--- src/rtl/dynamixel_pkg.sv ---
// Shared definitions for Dynamixel Protocol 2.0 frame builders.
//   - fixed header bytes, broadcast ID, instruction codes
//   - sync-write FSM state and frame-phase enums
//   - crc16_update: one-byte step of CRC-16/BUYPASS (poly 0x8005, init 0,
//     no reflection, no final xor)
package dynamixel_pkg;

  localparam logic [7:0]  HDR0            = 8'hFF;
  localparam logic [7:0]  HDR1            = 8'hFF;
  localparam logic [7:0]  HDR2            = 8'hFD;
  localparam logic [7:0]  HDR3            = 8'h00;
  localparam logic [7:0]  BROADCAST_ID    = 8'hFE;
  localparam logic [7:0]  INST_SYNC_WRITE = 8'h83;
  localparam logic [15:0] CRC16_POLY      = 16'h8005;

  typedef enum logic [1:0] {S_IDLE, S_ISSUE, S_GUARD, S_DRAIN} state_e;

  // Which part of the frame the byte mux is pointing at.
  typedef enum logic [2:0] {PH_FIX, PH_DATA, PH_CRCL, PH_CRCH, PH_END} phase_e;

  function automatic logic [15:0] crc16_update(input logic [7:0]  b,
                                               input logic [15:0] crc);
    logic [15:0] c;
    c = crc ^ {b, 8'h00};
    for (int i = 0; i < 8; i++) begin
      c = c[15] ? ((c << 1) ^ CRC16_POLY) : (c << 1);
    end
    return c;
  endfunction

endpackage

--- src/rtl/dynamixel_crc16.sv ---
// Registered CRC-16/BUYPASS accumulator, reusable by any frame builder.
//   clock  in   system clock
//   clear  in   synchronous clear to 0x0000 (has priority over en)
//   en     in   fold data into the running CRC
//   data   in   byte to fold
//   crc    out  current CRC value
module dynamixel_crc16
  import dynamixel_pkg::*;
(
  input  logic        clock,
  input  logic        clear,
  input  logic        en,
  input  logic [7:0]  data,
  output logic [15:0] crc
);

  logic [15:0] crc_q;

  always_ff @(posedge clock) begin
    if (clear)   crc_q <= '0;
    else if (en) crc_q <= crc16_update(data, crc_q);
  end

  assign crc = crc_q;

endmodule

--- src/rtl/uart.sv ---
// Existing 8N1 UART transmitter (no reset; all-zero state is idle).
//   clock  in   system clock
//   send   in   load data and start a character when done==1
//   data   in   8-bit character, sent LSB first
//   done   out  1 while idle / ready for the next character
//   pin    out  TX line, idle high
module uart #(
  parameter int clocks_per_bit = 1
) (
  input  logic       clock,
  input  logic       send,
  input  logic [7:0] data,
  output logic       done,
  output logic       pin
);

  localparam int CW = (clocks_per_bit > 1) ? $clog2(clocks_per_bit) : 1;

  logic [3:0]    bits_q;
  logic [CW-1:0] tick_q;
  logic [9:0]    shift_q;

  always_ff @(posedge clock) begin
    if (bits_q == 4'd0) begin
      tick_q <= '0;
      if (send) begin
        bits_q  <= 4'd10;
        shift_q <= {1'b1, data, 1'b0};
      end
    end else if (tick_q == CW'(clocks_per_bit - 1)) begin
      tick_q  <= '0;
      bits_q  <= bits_q - 4'd1;
      shift_q <= {1'b1, shift_q[9:1]};
    end else begin
      tick_q <= tick_q + 1'b1;
    end
  end

  assign done = (bits_q == 4'd0);
  assign pin  = done | shift_q[0];

endmodule

--- src/rtl/dynamixel_sync_write.sv ---
// Dynamixel Protocol 2.0 Sync Write (0x83) frame generator for CHANNELS servos.
//   clock       in   system clock
//   reset       in   synchronous, active-high
//   send        in   frame request, accepted only while idle
//   data        in   channel k at [k*DATA_BYTES*8 +: DATA_BYTES*8], sent LSB first
//   busy        out  frame in progress
//   frame_done  out  1-cycle pulse once the last CRC byte has left the uart
//   pin         out  uart TX line, idle high
//   tx_enable   out  half-duplex driver enable (only with DYNAMIXEL_TX_ENABLE_EN)
// Optional feature macro: DYNAMIXEL_TX_ENABLE_EN.
module dynamixel_sync_write
  import dynamixel_pkg::*;
#(
  parameter int clocks_per_bit = 1,
  parameter int CHANNELS       = 4,
  parameter int DATA_BYTES     = 4,
  parameter int ADDRESS        = 116,
  parameter int FIRST_ID       = 2
) (
  input  logic                           clock,
  input  logic                           reset,
  input  logic                           send,
  input  logic [CHANNELS*DATA_BYTES*8-1:0] data,
  output logic                           busy,
  output logic                           frame_done,
  output logic                           pin
`ifdef DYNAMIXEL_TX_ENABLE_EN
  ,
  output logic                           tx_enable
`endif
);

  localparam int          NB     = CHANNELS * DATA_BYTES;
  localparam int          LEN    = 7 + CHANNELS * (1 + DATA_BYTES);
  localparam logic [15:0] LEN16  = 16'(LEN);
  localparam logic [15:0] ADDR16 = 16'(ADDRESS);

  if (CHANNELS < 1 || CHANNELS > 32 || DATA_BYTES < 1 || DATA_BYTES > 4 ||
      ADDRESS < 0 || ADDRESS > 65535 || FIRST_ID < 0 ||
      FIRST_ID + CHANNELS - 1 > 252 || LEN > 65535) begin : g_param_check
    $error("dynamixel_sync_write: parameter out of range");
  end

  state_e          state_q, state_d;
  phase_e          phase_q, phase_d;
  logic [3:0]      idx_q, idx_d;
  logic [4:0]      slot_q, slot_d;
  logic [2:0]      bis_q, bis_d;
  logic            send_q, send_d;
  logic            done_q, done_d;
  logic [NB*8-1:0] shadow_q;
  logic [7:0]      byte_q;
  logic [7:0]      cur_byte;
  logic [15:0]     crc;
  logic            uart_done;
  logic            accept, issue;
  int              bsel;

  // A request landing on the frame_done cycle is dropped.
  assign accept = (state_q == S_IDLE) && send && !done_q;
  assign issue  = (state_q == S_ISSUE) && uart_done;

  always_comb begin
    state_d = state_q;
    phase_d = phase_q;
    idx_d   = idx_q;
    slot_d  = slot_q;
    bis_d   = bis_q;
    send_d  = 1'b0;
    done_d  = 1'b0;
    case (state_q)
      S_IDLE: begin
        if (accept) begin
          state_d = S_ISSUE;
          phase_d = PH_FIX;
          idx_d   = '0;
          slot_d  = '0;
          bis_d   = '0;
        end
      end
      S_ISSUE: begin
        if (uart_done) begin
          send_d  = 1'b1;
          state_d = S_GUARD;
          case (phase_q)
            PH_FIX: begin
              if (idx_q == 4'd11) phase_d = PH_DATA;
              else                idx_d   = idx_q + 4'd1;
            end
            PH_DATA: begin
              if (bis_q == 3'(DATA_BYTES)) begin
                bis_d = '0;
                if (slot_q == 5'(CHANNELS - 1)) phase_d = PH_CRCL;
                else                            slot_d  = slot_q + 5'd1;
              end else begin
                bis_d = bis_q + 3'd1;
              end
            end
            PH_CRCL: phase_d = PH_CRCH;
            PH_CRCH: phase_d = PH_END;
            default: phase_d = PH_END;
          endcase
        end
      end
      // The uart only drops done the cycle after it samples send, so skip one cycle.
      S_GUARD: state_d = (phase_q == PH_END) ? S_DRAIN : S_ISSUE;
      S_DRAIN: begin
        if (uart_done) begin
          done_d  = 1'b1;
          state_d = S_IDLE;
        end
      end
      default: state_d = S_IDLE;
    endcase
  end

  always_comb begin
    cur_byte = 8'h00;
    bsel     = int'(slot_q) * DATA_BYTES + int'(bis_q) - 1;
    case (phase_q)
      PH_FIX: begin
        case (idx_q)
          4'd0:    cur_byte = HDR0;
          4'd1:    cur_byte = HDR1;
          4'd2:    cur_byte = HDR2;
          4'd3:    cur_byte = HDR3;
          4'd4:    cur_byte = BROADCAST_ID;
          4'd5:    cur_byte = LEN16[7:0];
          4'd6:    cur_byte = LEN16[15:8];
          4'd7:    cur_byte = INST_SYNC_WRITE;
          4'd8:    cur_byte = ADDR16[7:0];
          4'd9:    cur_byte = ADDR16[15:8];
          4'd10:   cur_byte = 8'(DATA_BYTES);
          default: cur_byte = 8'h00;
        endcase
      end
      PH_DATA: begin
        if (bis_q == 3'd0) begin
          cur_byte = 8'(FIRST_ID) + {3'b000, slot_q};
        end else begin
          for (int k = 0; k < NB; k++) begin
            if (bsel == k) cur_byte = shadow_q[k*8 +: 8];
          end
        end
      end
      PH_CRCL: cur_byte = crc[7:0];
      PH_CRCH: cur_byte = crc[15:8];
      default: cur_byte = 8'h00;
    endcase
  end

  always_ff @(posedge clock) begin
    if (reset) begin
      state_q <= S_IDLE;
      phase_q <= PH_FIX;
      idx_q   <= '0;
      slot_q  <= '0;
      bis_q   <= '0;
      send_q  <= 1'b0;
      done_q  <= 1'b0;
    end else begin
      state_q <= state_d;
      phase_q <= phase_d;
      idx_q   <= idx_d;
      slot_q  <= slot_d;
      bis_q   <= bis_d;
      send_q  <= send_d;
      done_q  <= done_d;
    end
  end

  // Byte is captured at issue because the counters move on in the same cycle.
  always_ff @(posedge clock) begin
    if (accept) shadow_q <= data;
    if (issue)  byte_q   <= cur_byte;
  end

  dynamixel_crc16 u_crc (
    .clock (clock),
    .clear (reset || accept || (state_q == S_DRAIN && uart_done)),
    .en    (issue && (phase_q == PH_FIX || phase_q == PH_DATA)),
    .data  (cur_byte),
    .crc   (crc)
  );

  uart #(.clocks_per_bit(clocks_per_bit)) u_uart (
    .clock (clock),
    .send  (send_q),
    .data  (byte_q),
    .done  (uart_done),
    .pin   (pin)
  );

`ifdef DYNAMIXEL_TX_ENABLE_EN
  logic txen_q, txen_d;

  // Set together with the uart strobe, released the cycle after frame_done.
  always_comb begin
    txen_d = txen_q;
    if (issue)  txen_d = 1'b1;
    if (done_q) txen_d = 1'b0;
  end

  always_ff @(posedge clock) begin
    if (reset) txen_q <= 1'b0;
    else       txen_q <= txen_d;
  end

  assign tx_enable = txen_q;
`endif

  assign busy       = (state_q != S_IDLE);
  assign frame_done = done_q;

endmodule

--- config.mk ---
export PLATFORM = sky130hd
export DESIGN_NAME = dynamixel_sync_write
export DESIGN_NICKNAME = d
export VERILOG_FILES = /design/src/rtl/dynamixel_pkg.sv /design/src/rtl/dynamixel_crc16.sv /design/src/rtl/uart.sv /design/src/rtl/dynamixel_sync_write.sv
export SDC_FILE = /design/constraint.sdc
export NUM_CORES = 1
export LEC_CHECK = 0
export ABC_AREA = 1
export CAP_MARGIN = 20
export CORE_MARGIN = 3
export CORE_UTILIZATION = 55
export DETAILED_ROUTE_END_ITERATION = 7
export GPL_TIMING_DRIVEN = 0
export PLACE_DENSITY = 0.76
export SLEW_MARGIN = 25
export SYNTH_ARGS = -nofsm -noshare
export SYNTH_HDL_FRONTEND = slang
export SYNTH_SLANG_ARGS = --single-unit
--- constraint.sdc ---
create_clock -name clock -period 10.25 [get_ports clock]
set_clock_uncertainty 0.05 [all_clocks]
set_input_delay 1.5375 -clock clock [delete_from_list [all_inputs] [get_ports clock]]
set_output_delay 1.5375 -clock clock [all_outputs]
set_load 0.005 [all_outputs]
==> results by group, run 1 <==
Run status
  – Outcome: complete, no violations

Placed design
  – Setup slack at placement: 5.41 ns
  – Post-detailed-placement half-perimeter wirelength: about 17000 µm
  – Count of port buffers added during placement: around 130
  – Routability Congestion: 0.879

Clock tree
  – CTS buffer count: 17
  – Clk_lat worst skew: 0.44 ns
  – Hold bufs inserted after CTS: 0
  – CTS tree: done
  – Clock Pin Slew Worst Setup and Hold Paths: 0.08 ns
  – # H-tree levels: 4
  – Sinks on Clock Net: 192
  – CTS Root Cell: sky130_fd_sc_hd__clkbuf_16
  – Number of setup buffers added after CTS: 0
  – CTS resizes: 0
  – Clk buf depth: 2

Floorplanning
  – Number of top-level design ports: about 130
  – DIE WIDTH: 137 µm
  – Die height: approximately 140 µm
  – Core Box Area: 16700 µm²
  – Total Die Area: 18800 µm²
  – Initial Util: 56.5%
  – Number of rows in the core area: 47

Logic synthesis
  – Number of distinct library cell variants in the gate-level netlist after synthesis: 45
  – Post-synthesis async set-or-reset flop share: 0%
  – Main flop type after synthesis: sky130_fd_sc_hd__edfxtp_1
  – Flip-flop and latch count after synthesis: 192
  – Fraction of synthesized cell area taken by the top area cell type: 47.5%
  – Count of flip-flops with a built-in enable after synthesis: ~150
  – Synthesized Nets: 1198
  – Library cell occupying the most area in the post-synthesis netlist: sky130_fd_sc_hd__edfxtp_1
  – Syn Inst Count: 1043
  – Synthesized area per cell: 9.04 µm²
  – Sequential-to-total area share from yosys stat: 56.6%
  – Cell Area, Synth: 9430 µm²
  – Total of warnings raised by yosys: 0
  – Cells taking the most area after synthesis: sky130_fd_sc_hd__edfxtp_1 47%, sky130_fd_sc_hd__nand2_1 12%, sky130_fd_sc_hd__dfxtp_1 9.1%, sky130_fd_sc_hd__inv_1 5.7%, sky130_fd_sc_hd__nand3_1 5.3%

Drt
  – Ratio of routed vias to standard cells: between 5 and 6
  – Vias after detailed routing: 7457
  – DR WL/cell: 15.3 µm
  – Drt pass-1 iters: 7
  – Routed Antenna Nets: 0
  – Total wirelength of the detailed-routed design: 21900 µm
  – DRC errors left: 0
  – DRC marker count from the first detailed-route iteration: 646

Worst hold path
  – Path type of the worst min-delay path: reg2reg

STA
  – Slew headroom: 31.1%
  – Post-route setup slack: ~5.3 ns
  – Setup repair after global routing missed its margin: false
  – Final hold violation count: 0
  – Setup total negative slack: 0 ns
  – Number of max-slew violations in the final report: 0
  – Share of the clock period used by the worst path: 48.7%
  – Final setup vio count: 0
  – Upper clock frequency limit: 200 MHz
  – Crit path time final: between 4 and 5 ns
  – Transition time at the pin with the least slew margin: 1.02 ns
  – Worst hold-check slack: 0.447 ns

Power
  – Power density normalized to cell area: 161 nW/µm²
  – Leakage component of the power: 4.89 nW
  – Max rail drop VDD: 119 µV

Finish
  – Share of the core filled with cells: a little over two thirds
  – Number of antenna repair diodes: 0
  – Final-stage net count: 1355
  – Area Overhead vs Synth: 24.7%
  – Share of final-layout standard cells stronger than drive strength 1: 9.23%

Setup path
  – Type of element launching the critical path: register
  – Cell at the slowest stage of the critical path: sky130_fd_sc_hd__dfxtp_1
  – Endpoint kind of the worst setup timing path: register
  – Worst EP required: 10.55 ns
  – R2r worst-path depth: 42
  – Cell occurring most often along the worst timing path: sky130_fd_sc_hd__nand2_1
  – WP data arrival: between 5 and 6 ns
  – Biggest cell delay along the critical path: 0.36 ns
  – Critical path class: reg2reg
  – Crit Reg-Reg Endpoint: u_crc.crc[15]
  – Critical path origin: slot_q[0]
  – Highest fanout seen on the critical path: 10
  – Setup crit end: u_crc.crc[15]
  – Start of the worst register-to-register path: slot_q[0]
  – Reg2Reg Setup Slack: around 5.3 ns

Global route
  – Global-route wire length before repair: 35400 µm
  – Pin count of the biggest net entering global routing: 30
  – Number of global-route vias before repair: 7329
  – Total congestion overflow after global routing: 0
  – Total Routing Usage GR: between 20% and 30%
  – Antenna violations before repair: 0

Run
  – Max-cap check violation count: 0
[routing by layer]
| layer | share of wire, % | vias up | global-route usage, % |
|---|---|---|---|
| li1 | - | 3770 | - |
| met1 | 45 | 3429 | 32.7 |
| met2 | 48 | 228 | 39.8 |
| met3 | 5.8 | 30 | 5.18 |
| met4 | 1.5 | 0 | 6.65 |
| met5 | 0 | - | 0 |
[cell usage in the layout (no fill, tap or decap), types with 5 or more instances in the layout]
cell / count
sky130_fd_sc_hd__clkbuf_1: 6
sky130_fd_sc_hd__or2_2: 12
sky130_fd_sc_hd__clkdlybuf4s50_1: 132
sky130_fd_sc_hd__or2_1: 7
sky130_fd_sc_hd__a21oi_1: 38
sky130_fd_sc_hd__nand2_1: 300
sky130_fd_sc_hd__a221oi_1: 5
sky130_fd_sc_hd__clkbuf_16: 17
sky130_fd_sc_hd__o21ai_0: 45
sky130_fd_sc_hd__nand3_1: 99
sky130_fd_sc_hd__buf_2: 6
sky130_fd_sc_hd__nand2_2: 29
sky130_fd_sc_hd__nand3_2: 5
sky130_fd_sc_hd__dfxtp_1: 43
sky130_fd_sc_hd__edfxtp_1: 149
sky130_fd_sc_hd__nand4_1: 12
sky130_fd_sc_hd__inv_1: 143
sky130_fd_sc_hd__nor3_1: 13
sky130_fd_sc_hd__nor2_1: 53
sky130_fd_sc_hd__ha_1: 23
[worst min-delay path by stage]
stage / startpoint / endpoint / slack (ns) / cells after the start
6_report: u_crc.crc[3] / u_crc.crc[11] / 0.45 / 2
5_1_grt: u_crc.crc[3] / u_crc.crc[11] / 0.46 / 2
4_1_cts: u_crc.crc[3] / u_crc.crc[11] / 0.44 / 2
3_3_place_gp: u_crc.crc[3] / u_crc.crc[11] / 0.42 / 2
3_5_place_dp: u_crc.crc[3] / u_crc.crc[11] / 0.43 / 2
2_1_floorplan: u_crc.crc[3] / u_crc.crc[11] / 0.40 / 2
[layout make-up]
cell class	count	area, µm²
clock buffers	17	425
repair buffers	138	1450
plain buffers	16	90.1
clock inverters	15	165
well taps	220	275
multi-input cells	685	3450
fillers	1270	4950
flip-flops and latches	192	5340
inverters	150	566
[per-stage QoR]
stage               std cells  power (W)  area, µm²
global placement         1395    0.00124      11000
global route             1433    0.00197      11800
finish                   1433    0.00189      11800
CTS                      1433    0.00190      11800
floorplan                1043    0.00114       9430
detailed placement       1401    0.00125      11200
[critical path: cells and delay by family (launching register included)]
kind	cells	cell delay, ns
and+or+nand+nor	35	3.29
buffers and inverters	5	0.54
DFF	1	0.36
adders and majority gates	2	0.62
[synthesized netlist by cell type, types with 2 or more instances]
cell type	n
sky130_fd_sc_hd__nor2_1	54
sky130_fd_sc_hd__or2_1	7
sky130_fd_sc_hd__edfxtp_1	149
sky130_fd_sc_hd__o21ai_1	3
sky130_fd_sc_hd__buf_6	2
sky130_fd_sc_hd__clkinv_1	2
sky130_fd_sc_hd__dfxtp_1	43
sky130_fd_sc_hd__o21ai_0	46
sky130_fd_sc_hd__nand4_1	12
sky130_fd_sc_hd__a21oi_1	38
sky130_fd_sc_hd__nand2_1	300
sky130_fd_sc_hd__o211ai_1	4
sky130_fd_sc_hd__buf_2	6
sky130_fd_sc_hd__a221oi_1	5
sky130_fd_sc_hd__nor2_4	3
sky130_fd_sc_hd__nand3_2	5
sky130_fd_sc_hd__o22ai_1	2
sky130_fd_sc_hd__clkbuf_1	6
sky130_fd_sc_hd__nand3_1	99
sky130_fd_sc_hd__o31ai_1	2
sky130_fd_sc_hd__or2_2	12
sky130_fd_sc_hd__inv_2	4
sky130_fd_sc_hd__o221ai_1	3
sky130_fd_sc_hd__nor2_2	3
sky130_fd_sc_hd__inv_1	143
sky130_fd_sc_hd__a211oi_1	3
sky130_fd_sc_hd__nor3_4	2
sky130_fd_sc_hd__nor3_1	13
sky130_fd_sc_hd__xor2_1	4
sky130_fd_sc_hd__buf_4	2
sky130_fd_sc_hd__ha_1	23
sky130_fd_sc_hd__nand3b_1	2
sky130_fd_sc_hd__nand2_2	29
[logic make-up after synthesis]
group	Yosys count	synth area share (%)
xor+xnor	4	0.372
flops	192	56.6
simple gates	545	26.1
other cells	1	0.0398
fa+ha+maj	24	3.26
compound gates	111	6.66
buf+inv	166	6.95
[power breakdown]
group          internal, W  total, W  switching (W)  leakage [nW]
registers         0.000898  0.000916      0.0000179          1.77
logic             0.000125  0.000323       0.000198          2.84
clock network     0.000327  0.000651       0.000324         0.285
total              0.00135   0.00189       0.000540          4.89
[state kept, by name, indices dropped and copies added (netlist names), named ones only]
register        cells
u_uart.tick_q       1
u_crc.crc          16
byte_q              8
send_q              1
slot_q              5
bis_q               3
state_q             2
idx_q               4
shadow_q          128
u_uart.shift_q      9
u_uart.bits_q       4
phase_q             3
frame_done          1
No activity file was read; power rests on OpenSTA's default activity.
==> run 2: changes to the inputs <==
--- a/config.mk
+++ b/config.mk
@@ -8,10 +8,10 @@
 export ABC_AREA = 1
 export CAP_MARGIN = 20
 export CORE_MARGIN = 3
-export CORE_UTILIZATION = 55
+export CORE_UTILIZATION = 50
 export DETAILED_ROUTE_END_ITERATION = 7
 export GPL_TIMING_DRIVEN = 0
-export PLACE_DENSITY = 0.76
+export PLACE_DENSITY = 0.73
 export SLEW_MARGIN = 25
 export SYNTH_ARGS = -nofsm -noshare
 export SYNTH_HDL_FRONTEND = slang
==> constraint.sdc (replaced) <==
create_clock -name clock -period 4.4 [get_ports clock]
set_clock_uncertainty 0.05 [all_clocks]
set_input_delay 0.66 -clock clock [delete_from_list [all_inputs] [get_ports clock]]
set_output_delay 0.66 -clock clock [all_outputs]
set_load 0.005 [all_outputs]
==> results by group, run 2 (same netlist as run 1, synthesis figures left out) <==
Run
  – Max-cap check violation count: 0

Global route
  – Number of global-route vias before repair: between 7000 and 8000
  – Pin count of the biggest net entering global routing: 26
  – Total Routing Usage GR: between 20 and 25%
  – Antenna violations before repair: 1
  – Global-route wire length before repair: 35400 µm
  – Total congestion overflow after global routing: 0

STA
  – Final setup vio count: 2
  – Slew headroom: 28.2%
  – Worst hold-check slack: 0.444 ns
  – Share of the clock period used by the worst path: 102%
  – Number of max-slew violations in the final report: 0
  – Setup repair after global routing missed its margin: true
  – Transition time at the pin with the least slew margin: 1.07 ns
  – Post-route setup slack: -0.102 ns
  – Upper clock frequency limit: 222 MHz
  – Final hold violation count: 0
  – Crit path time final: approximately 4.5 ns

Floorplanning
  – Core Box Area: 18300 µm²
  – Number of rows in the core area: 49
  – Die height: 143 µm
  – Total Die Area: 20500 µm²
  – Initial Util: 51.6%
  – Number of top-level design ports: about 130
  – DIE WIDTH: approximately 140 µm

Finish
  – Largest Register: shadow_q
  – Final-stage net count: 1394
  – Largest register FFs: 128
  – Final Non-Filler Cells: about 1500
  – Post-route design area: 12600 µm²
  – Area Overhead vs Synth: 33.3%
  – Fill count: roughly 1400
  – Leading cell types in the layout, fill and taps excluded: 253 x sky130_fd_sc_hd__nand2_1, 149 x sky130_fd_sc_hd__edfxtp_1, 138 x sky130_fd_sc_hd__inv_1
  – Share of final-layout standard cells stronger than drive strength 1: 19.6%
  – Most frequent standard cell in the layout excluding fill and tap cells: sky130_fd_sc_hd__nand2_1

Setup path
  – Biggest cell delay along the critical path: 0.40 ns
  – WP data arrival: around 4.8 ns
  – Cell occurring most often along the worst timing path: sky130_fd_sc_hd__nand2_1
  – Critical path class: reg2reg
  – Endpoint kind of the worst setup timing path: register
  – Type of element launching the critical path: register
  – Highest fanout seen on the critical path: 8
  – Cell at the slowest stage of the critical path: sky130_fd_sc_hd__fa_2
  – Worst EP required: ~4.7 ns

Placed design
  – Total cell area at the placement stage: 11200 µm²
  – Cells after DPL: 1411
  – Count of port buffers added during placement: 132
  – Setup slack at placement: -0.470 ns
  – Post-detailed-placement half-perimeter wirelength: 16400 µm
  – Routability Congestion: between 0.8 and 0.9

Run status
  – Outcome: complete, but fails checks
  – Violations in the final reports: setup timing

Clock tree
  – Clk buf depth: 2
  – CTS Root Cell: sky130_fd_sc_hd__clkbuf_16
  – Clk_lat worst skew: about 0.44 ns
  – Clock Pin Slew Worst Setup and Hold Paths: 0.07 ns
  – # H-tree levels: 4
  – Sinks on Clock Net: ~190
  – CTS buffer count: 17
  – CTS tree: done

Power
  – Power density normalized to cell area: 367 nW/µm²
  – Leakage component of the power: 5.26 nW
  – Total design power: 0.00462 W
  – Max rail drop VDD: 275 µV

Drt
  – DRC errors left: 0
  – Routed Antenna Nets: 0
  – Total wirelength of the detailed-routed design: 22900 µm
  – DRC marker count from the first detailed-route iteration: between 500 and 600
  – Vias after detailed routing: 7628
  – DR WL/cell: about 15 µm
  – Ratio of routed vias to standard cells: 5.15
  – Drt pass-1 iters: 5

Worst hold path
  – Path type of the worst min-delay path: reg2reg
## run 2: changes by cell type in the layout (fill, tap and decap cells not counted), sizes merged
cell	before	now
inv	155	158
diode	0	1
clkbuf	23	25
clkinvlp	1	0
buf	16	53
clkinv	9	7
## run 2: layout make-up
cell class	count	area (µm²)	area share (%)
diodes	1	2.50	0.0199
clock buffers	17	425	3.39
repair buffers	177	1800	14.3
plain buffers	16	109	0.866
inverters	150	571	4.54
clock inverters	15	156	1.24
well taps	229	287	2.28
multi-input cells	685	3870	30.8
flip-flops and latches	192	5350	42.5
## run 2: worst paths after layout
| kind | start | to | slack (ns) | depth (start not counted) |
|---|---|---|---|---|
| min | u_crc.crc[3] | u_crc.crc[11] | 0.44 | 2 |
| min reg2reg | u_crc.crc[3] | u_crc.crc[11] | 0.44 | 2 |
| max reg2reg | slot_q[0] | u_crc.crc[15] | -0.10 | 44 |
| max | slot_q[0] | u_crc.crc[15] | -0.10 | 44 |
## run 2: metal layers
layer / vias up / GRT usage, % / routed length (µm)
li1: 3846 / - / -
met1: 3540 / 29.6 / 10000
met2: 209 / 36.6 / 11200
met3: 33 / 5.09 / 1270
met4: 0 / 7.09 / 369
met5: - / 0 / 0
## run 2: through the flow
step	setup TNS, ns	utilization [%]
after detailed placement	-1.54	61.4
after CTS	0	66.0
after floorplan	0	-
after global placement	-35.62	60.5
after global routing	-2.22	68.8
final	-0.178	68.8
## run 2: timing repair
action                                 in CTS  in global routing
cloned                                      0                  2
hold buffers                                0                  0
pin swaps                                  16                 54
buffers inserted                           15                 21
resized for setup                          46                 88
setup endpoints to repair                  10                 12
endpoints found under the hold margin       0                  0
## run 2: power breakdown
part           total (W)  internal (W)  switching, W
registers        0.00213       0.00209     0.0000408
clock network    0.00152      0.000762      0.000762
logic           0.000958      0.000400      0.000557
total            0.00462       0.00326       0.00136
## run 2: critical path, delay by kind of cell, from the launching register on
family | cells | cell delay, ns
buf+inv | 4 | 0.33
fa+ha+maj | 2 | 0.64
flops | 1 | 0.36
simple gates | 38 | 3.05
